===== src/rtl/magnitude_comparator_pkg.sv =====
// Shared types and sizing helpers for the chunk-serial magnitude comparator.
package magnitude_comparator_pkg;

  typedef enum logic [1:0] {IDLE, CMP, DONE} mcs_state_t;

  function automatic int mcs_chunks(input int width, input int split);
    return width / split;
  endfunction

  // A single-chunk compare still needs a 1-bit counter so the port widths stay legal.
  function automatic int mcs_cnt_w(input int chunks);
    return (chunks > 1) ? $clog2(chunks) : 1;
  endfunction

endpackage


===== src/rtl/magnitude_comparator_slice.sv =====
// Combinational SPLIT-bit unsigned compare: o_a = a > b, o_b = b > a.
module magnitude_comparator_slice #(
  parameter int SPLIT = 2
) (
  input  logic [SPLIT-1:0] i_a,
  input  logic [SPLIT-1:0] i_b,
  output logic             o_a,
  output logic             o_b
);

  assign o_a = (i_a > i_b);
  assign o_b = (i_b > i_a);

endmodule


===== src/rtl/magnitude_comparator_sequencer.sv =====
// Chunk-serial unsigned magnitude comparator, MSB chunk first, one shared slice.
// Optional MAGNITUDE_COMPARATOR_EARLY_EXIT_EN: leave CMP on the first differing chunk.
module magnitude_comparator_sequencer
  import magnitude_comparator_pkg::*;
#(
  parameter int WIDTH = 8,
  parameter int SPLIT = 2
) (
  input  logic             clk,
  input  logic             rst_n,
  input  logic             i_vld,
  output logic             o_rdy,
  input  logic [WIDTH-1:0] i_a,
  input  logic [WIDTH-1:0] i_b,
  output logic             o_vld,
  input  logic             i_rdy,
  output logic             o_a,
  output logic             o_b
);

  localparam int CHUNKS = mcs_chunks(WIDTH, SPLIT);
  localparam int CNT_W  = mcs_cnt_w(CHUNKS);
  localparam logic [CNT_W-1:0] CNT_TOP = CNT_W'(CHUNKS - 1);

  if (WIDTH % SPLIT != 0) begin : g_bad_split
    $error("magnitude_comparator_sequencer: WIDTH must be a multiple of SPLIT");
  end

  mcs_state_t       r_state;
  mcs_state_t       w_state_nxt;
  logic [CNT_W-1:0] r_cnt;
  logic [WIDTH-1:0] r_a;
  logic [WIDTH-1:0] r_b;
  logic             r_gt;
  logic             r_lt;
  logic             r_o_vld;
  logic             r_o_a;
  logic             r_o_b;

  logic [SPLIT-1:0] w_chunk_a;
  logic [SPLIT-1:0] w_chunk_b;
  logic             w_sl_gt;
  logic             w_sl_lt;
  logic             w_gt_nxt;
  logic             w_lt_nxt;
  logic             w_last;
  logic             w_accept;

  // Chunk select as an explicit mux keeps every operand bit live for lint.
  always_comb begin
    w_chunk_a = '0;
    w_chunk_b = '0;
    for (int i = 0; i < CHUNKS; i++) begin
      if (r_cnt == CNT_W'(i)) begin
        w_chunk_a = r_a[i*SPLIT +: SPLIT];
        w_chunk_b = r_b[i*SPLIT +: SPLIT];
      end
    end
  end

  magnitude_comparator_slice #(.SPLIT(SPLIT)) u_slice (
    .i_a (w_chunk_a),
    .i_b (w_chunk_b),
    .o_a (w_sl_gt),
    .o_b (w_sl_lt)
  );

  // The most significant differing chunk wins; later chunks cannot override it.
  assign w_gt_nxt = (r_gt || r_lt) ? r_gt : w_sl_gt;
  assign w_lt_nxt = (r_gt || r_lt) ? r_lt : w_sl_lt;

`ifdef MAGNITUDE_COMPARATOR_EARLY_EXIT_EN
  assign w_last = (r_cnt == '0) || w_gt_nxt || w_lt_nxt;
`else
  assign w_last = (r_cnt == '0);
`endif

  assign o_rdy    = rst_n && (r_state == IDLE);
  assign w_accept = i_vld && o_rdy;

  always_ff @(posedge clk) begin
    if (!rst_n) r_state <= IDLE;
    else        r_state <= w_state_nxt;
  end

  always_comb begin
    w_state_nxt = r_state;
    case (r_state)
      IDLE:    if (w_accept) w_state_nxt = CMP;
      CMP:     if (w_last)   w_state_nxt = DONE;
      DONE:    if (i_rdy)    w_state_nxt = IDLE;
      default: w_state_nxt = IDLE;
    endcase
  end

  always_ff @(posedge clk) begin
    if (!rst_n) begin
      r_cnt   <= CNT_TOP;
      r_a     <= '0;
      r_b     <= '0;
      r_gt    <= 1'b0;
      r_lt    <= 1'b0;
      r_o_vld <= 1'b0;
      r_o_a   <= 1'b0;
      r_o_b   <= 1'b0;
    end else begin
      case (r_state)
        IDLE: begin
          if (w_accept) begin
            r_a   <= i_a;
            r_b   <= i_b;
            r_cnt <= CNT_TOP;
            r_gt  <= 1'b0;
            r_lt  <= 1'b0;
          end
        end
        CMP: begin
          r_gt  <= w_gt_nxt;
          r_lt  <= w_lt_nxt;
          r_cnt <= r_cnt - CNT_W'(1);
          if (w_last) begin
            r_o_a   <= w_gt_nxt;
            r_o_b   <= w_lt_nxt;
            r_o_vld <= 1'b1;
          end
        end
        DONE: begin
          if (i_rdy) r_o_vld <= 1'b0;
        end
        default: r_o_vld <= 1'b0;
      endcase
    end
  end

  assign o_vld = r_o_vld;
  assign o_a   = r_o_a;
  assign o_b   = r_o_b;

  a_result_onehot: assert property (@(posedge clk) disable iff (!rst_n) !(r_o_a && r_o_b))
    else $error("magnitude_comparator_sequencer: o_a and o_b both set");

endmodule


===== config.mk =====
export PLATFORM = sky130hd
export DESIGN_NAME = magnitude_comparator_sequencer
export DESIGN_NICKNAME = d
export VERILOG_FILES = /design/src/rtl/magnitude_comparator_pkg.sv /design/src/rtl/magnitude_comparator_slice.sv /design/src/rtl/magnitude_comparator_sequencer.sv
export SDC_FILE = /design/constraint.sdc
export NUM_CORES = 1
export LEC_CHECK = 0
export CORE_ASPECT_RATIO = 0.6
export CORE_MARGIN = 10
export CORE_UTILIZATION = 55
export CTS_BUF_LIST = sky130_fd_sc_hd__clkbuf_8
export CTS_CLUSTER_DIAMETER = 150
export CTS_CLUSTER_SIZE = 12
export DETAILED_ROUTE_END_ITERATION = 10
export DONT_BUFFER_PORTS = 1
export PLACE_DENSITY = 0.7
export SLEW_MARGIN = 40
export SYNTH_ARGS = -nofsm -noshare
export SYNTH_HDL_FRONTEND = slang
export SYNTH_HIERARCHICAL = 1
export SYNTH_SLANG_ARGS = --single-unit
export TNS_END_PERCENT = 5

===== constraint.sdc =====
create_clock -name clk -period 6.38 [get_ports clk]
set_clock_uncertainty 0.05 [all_clocks]
set_input_delay 0 -clock clk [delete_from_list [all_inputs] [get_ports clk]]
set_output_delay 0 -clock clk [all_outputs]
set_load 0.01 [all_outputs]

# [Word-level counts from Yosys, hierarchy flattened]
# Index checks and enable logic that the tools add are counted.
[totals] register_bits=25 inputBits=20 output_inout_bits=4 word_cells=54
[classes] add_sub_neg=1 order_cmp=2 eq_ne=8 mux=22 bitwise_logic=1 n_reduce_logical=11
[ops] op="$mux W2" count=12
[ops] op="$eq A2 B2 Y1 const B" count=3
[ops] op="$ne A2 B2 Y1 const B" count=3
[ops] op="$pmux W2 S3" count=1
[ops] op="$reduce_and A2 Y1" count=3
[ops] op="$reduce_and A3 Y1" count=2
[ops] op="$mux W1" count=5
[ops] op="$eq A2 B1 Y1 const B" count=2
[ops] op="$gt A2 B2 Y1" count=2
[ops] op="$logic_not A2 Y1" count=2
[ops] op="$pmux W1 S2" count=2
[ops] op="$pmux W2 S2" count=1
[ops] op="$pmux W1 S3" count=1
[ops] op="$logic_and A1 B1 Y1" count=2
[ops] op="$reduce_bool A2 Y1" count=1
[ops] op="$sub A2 B1 Y2 const B" count=1
[ops] op="$logic_or A1 B1 Y1" count=1
[ops] op="$not A1 Y1" count=1

# [Logic depth before layout (Yosys ltp)]
[depth] depth_word=8 mapped_depth=12 ltp_nobuf=12

# [Hierarchy]
# Netlist, hierarchy kept.
[modules_own_cells] mod="magnitude_comparator_sequencer" n_inst=1 cells_per_inst=140 area_each_um2=1147.4 seq_area_each_um2=500.5
[modules_own_cells] mod="magnitude_comparator_slice" n_inst=1 cells_per_inst=7 area_each_um2=65.1 seq_area_each_um2=0.0

# [Worst setup path after synthesis]
# OpenSTA, ideal clock, no wires.
[synth_path] path_type="register to register" start="reg r_cnt[0]" end="reg r_o_b (netlist: o_b)" setup_ns=0.122 t_arrival_ns=1.987 required_time_ns=6.208 setup_slack_ns=4.221 path_stages_with_launch=11 path_buffers=1 path_cell_list="dfxtp_1 ha_1 clkbuf_1 nor2_1 a31oi_1 inv_1 ha_1 nor2b_4 a2bb2oi_2 nor2b_1 o311a_1"
[synth_via] elab_chain_len=7
[synth_lines] item="start: declaration" line_no="magnitude_comparator_sequencer.sv:31" text="logic [CNT_W-1:0] r_cnt;"
[synth_lines] item="start signal: assignment" line_no="magnitude_comparator_sequencer.sv:120" text="r_cnt <= r_cnt - CNT_W'(1);"
[synth_lines] item="$logic_not A2 Y1" line_no="magnitude_comparator_sequencer.sv:54" text="if (r_cnt == CNT_W'(i)) begin"
[synth_lines] item="$mux W2 (3 in series)" line_no="magnitude_comparator_sequencer.sv:54"
[synth_lines] item="$mux W2 (*)" line_no="magnitude_comparator_sequencer.sv:54"
[synth_lines] item="via w_chunk_a[1]" line_no="magnitude_comparator_sequencer.sv:40" text="logic [SPLIT-1:0] w_chunk_a;"
[synth_lines] item="$gt A2 B2 Y1 (*)" line_no="magnitude_comparator_slice.sv:12" text="assign o_b = (i_b > i_a);"
[synth_lines] item="via w_sl_lt" line_no="magnitude_comparator_sequencer.sv:43" text="logic w_sl_lt;"
[synth_lines] item="$mux W1 (*)" line_no="magnitude_comparator_sequencer.sv:70" text="assign w_lt_nxt = (r_gt || r_lt) ? r_lt : w_sl_lt;"
[synth_lines] item="end signal: assignment" line_no="magnitude_comparator_sequencer.sv:123" text="r_o_b <= w_lt_nxt;"
[synth_lines] item="end: declaration" line_no="magnitude_comparator_sequencer.sv:38" text="logic r_o_b;"
# The timed path passes the listed nets; every way through them passes the cells marked *.
# A chain may end at the register's enable or synchronous reset.

# [Final worst setup path]
[layout_path] start="reg r_cnt[0]" end="reg r_o_b (netlist: o_b)"
[layout_via] elab_chain_len=7
[layout_lines] item="$logic_not A2 Y1" line_no="magnitude_comparator_sequencer.sv:54"
[layout_lines] item="$mux W2 (3 in series)" line_no="magnitude_comparator_sequencer.sv:54"
[layout_lines] item="$mux W2 (*)" line_no="magnitude_comparator_sequencer.sv:54"
[layout_lines] item="via w_chunk_b[1]" line_no="magnitude_comparator_sequencer.sv:41" text="logic [SPLIT-1:0] w_chunk_b;"
[layout_lines] item="$gt A2 B2 Y1 (*)" line_no="magnitude_comparator_slice.sv:12"
[layout_lines] item="via w_sl_lt" line_no="magnitude_comparator_sequencer.sv:43"
[layout_lines] item="$mux W1 (*)" line_no="magnitude_comparator_sequencer.sv:70"
# Marks and branches as above.

==> impl_metrics.toml <==
[timing]
finalSetupViolCount = 0
period_share_pct = 37.3
fmax_mhz = 421
hold_violations = 0
rsz0062_at_grt = "no"
slew_headroom_pct = 57.6
period_minus_slack_ps = 2380
setup-tns-final_ps = 0
fin_ws_ps = 4000
slew_violations = 0
tightest_slew_ps = 636

[cts]
cts_buffers = 3
cts_sinks = 25
h-tree-depth = 1
cts_root_buffer = "clkbuf_8"
cts.path.max_buffers = 2
worstSkewPairLatency_ps = 260
clk_pin_slew_ps = 80
cts_setup_buffers = 0
cts_tree = "yes"

[die]
die_h_um = 56.4
num_io_pins = 24
rows = 13
die-width_um = 80.6
design.die.area_um2 = 4540
initial_utilization_pct = 56.9
fp.coreArea_um2 = 2130

[synthesis]
yosys.area_share.simple_pct = 27.6
synth_top_family_by_area = "simple AND/OR/NAND/NOR gates"
synth.distinct_cells = 25
ys.flop_type = "dfxtp_1"
synth-seq-cells = 25
synth_compound_area_share_pct = 14.7
avgSynthCellArea_um2 = 8.25
ys_warn_count = 6
synthAdderAreaFrac_pct = 6.19
synthArstFlopShare_pct = 0
syn_nets = 173
postSynthCellCount = 147
synth_sequential_area_ratio_pct = 41.3
synth_xor_area_share_pct = 0
mappedNetlistArea_um2 = 1210
synth_edf_count = 0
synth_mux_area_share_pct = 4.13

[setup_path]
worstPathMaxFanout = 5
cpMaxStageDelayCell = "dfxtp_1"
worstPathRequired_ps = 6490
slowest_delay_ps = 410
cp_top_family = "adder cells"
timing.rr.start = "r_cnt[0]"
crit_start = "r_cnt[0]"
regToRegSetupSlack_ps = 4000
crit_top_cell = "ha_1"
rr_worst_depth = 9
critPathBufInv = 1
start_kind = "register"
crit_chain = "inv_1 > ha_1 > nor2_1 > a31oi_1 > ha_1 > nor2b_4 > a2bb2oi_2 > nor2b_1 > o311a_1"
end_kind = "register"
crit_type = "reg2reg"
reg2reg_to = "o_b"
cp.arrival_ps = 2480

[detailed_routing]
routed_wl_um = 2600
avgViaCountPerCell = 5.36
drt_iter0_drc = 56
postRouteAntennaNets = 0
drc = 0
wl_per_cell_um = 13.5
drtPass1Iterations = 4
num_vias = 1035

[pwr]
clkPwrFrac_pct = 27.2
power.leakage_uw = 0.000582
p_switching_uw = 89.0
power.share.switching_pct = 26.5
intPower_uw = 247
sequentialPowerShare_pct = 52.0
pwr-share-comb_pct = 20.8
ir_drop_uv = 107
powerDensity_nw_per_um2 = 233

[global_routing]
grt_use_total_pct = 12.1
antenna_found_initial = 0
grt_max_degree = 37
grt_pass1_wl_um = 4660
global_route.overflow_total = 0
grt_pass1_vias = 1025

[finish]
final_cell_mix = "39 x nand2_1, 25 x dfxtp_1, 20 x dlygate4sd3_1, 12 x o21ai_0, 7 x o21ai_1"
final_common_cell = "nand2_1"
fillCellCount = 183
syn_to_final_growth_pct = 19.2
multi_input_area_um2 = 637
antenna_cells = 0
fin_nets = 190
final_layout_size_suffix_gt1_share_pct = 6.75
final-seq-area_um2 = 500

[placed_design]
gp_congestion = 0.837
io_buffers = 0
dp_hpwl_um = 1860
pre_cts_slack_ps = 4080

[run_status]
status = "finished clean"

[min_path]
holdPathEnd = "o_b"
hp-start = "rst_n"
hp-class = "in2reg"
holdPathStages = 2

[flow_run]
drv_cap = 0
[power by group through the flow]
| stage | clock, uW | sequential (uW) | combinational (uW) |
|---|---|---|---|
| after CTS | 92.9 | 175 | 71.1 |
| final | 91.4 | 175 | 70.0 |
| after global routing | 97.8 | 176 | 78.9 |
| after detailed placement | 0 | 178 | 57.9 |
| after floorplan | 0 | 176 | 53.9 |
| after global placement | 0 | 178 | 54.9 |
[sequential cells by signal, summed over array words and instances (netlist names)]
register	count
r_cnt	2
o_b	1
o_vld	1
r_gt	1
r_state	2
r_lt	1
r_b	8
o_a	1
r_a	8
[final cells by class]
cell class                 count  area share (%)
inverter                       5            1.30
clock inverter                 1           0.346
tap                           30            2.60
sequential                    25            34.6
multi-input combinational    108            44.1
timing repair buffer          21            14.2
clock buffer                   3            2.86
[logic make-up (layout without fill, tap and decap cells)]
group,Yosys count,in the layout
and+or+nand+nor,67,67
AOI/OAI and AO/OA,30,30
buffers and inverters,14,30
DFF,25,25
muxes,5,5
adders and majority gates,6,6
[repair_timing]
action / in CTS / in global routing
hold buffers: 21 / 0
gates resized for setup: 0 / 0
hold endpoints to repair: 25 / 0
[synth_stat cells (3+ instances only)]
library cell  number  area (um^2)
nand2b_1           5         31.3
o21ai_1            7         35.0
nor2_1             5         18.8
a31oi_1            6         37.5
clkbuf_1           3         11.3
o21ai_0           12         60.1
ha_1               6         75.1
nand2_1           39          146
dfxtp_1           25          500
buf_2              3         15.0
nor2b_1            5         31.3
mux2i_1            5         50.1
nand3b_1           4         30.0
inv_1              5         18.8
[how the worst max path moves through the flow]
| stage | end | slack, ps | depth (start not counted) |
|---|---|---|---|
| final | o_b | 4000 | 9 |
| after global routing | r_lt | 3900 | 10 |
| after CTS | o_b | 4020 | 9 |
| after detailed placement | o_b | 4080 | 10 |
| after global placement | o_b | 4150 | 10 |
| after floorplan | o_b | 4220 | 10 |
[worst register-to-register path: stages (launching register included)]
cell and delay (ps):
dfxtp_1 410, inv_1 100, ha_1 260, nor2_1 280, a31oi_1 170, ha_1 330, nor2b_4 140, a2bb2oi_2 120
nor2b_1 140, o311a_1 290
[per-stage QoR]
| step | cells | cell area, um^2 | total power, uW | util [%] | hold slack [ps] |
|---|---|---|---|---|---|
| floorplan | 147 | 1210 | 230 | - | 58.6 |
| global placement | 168 | 1190 | 233 | 56.0 | 61.0 |
| detailed placement | 168 | 1190 | 236 | 56.0 | 66.8 |
| CTS | 193 | 1450 | 339 | 68.1 | 327 |
| global route | 193 | 1450 | 353 | 67.8 | 172 |
| finish | 193 | 1450 | 336 | 67.8 | 145 |
[per-layer routing]
layer / global-route usage [%] / vias up / part of all wire [%]
met3: 3.65 / 2 / 5.0
met1: 14.8 / 479 / 49
met5: 0 / - / 0
met4: 3.50 / 0 / 0.35
met2: 19.9 / 32 / 46
li1: - / 522 / -
No activity file was read; power rests on OpenSTA's default activity.
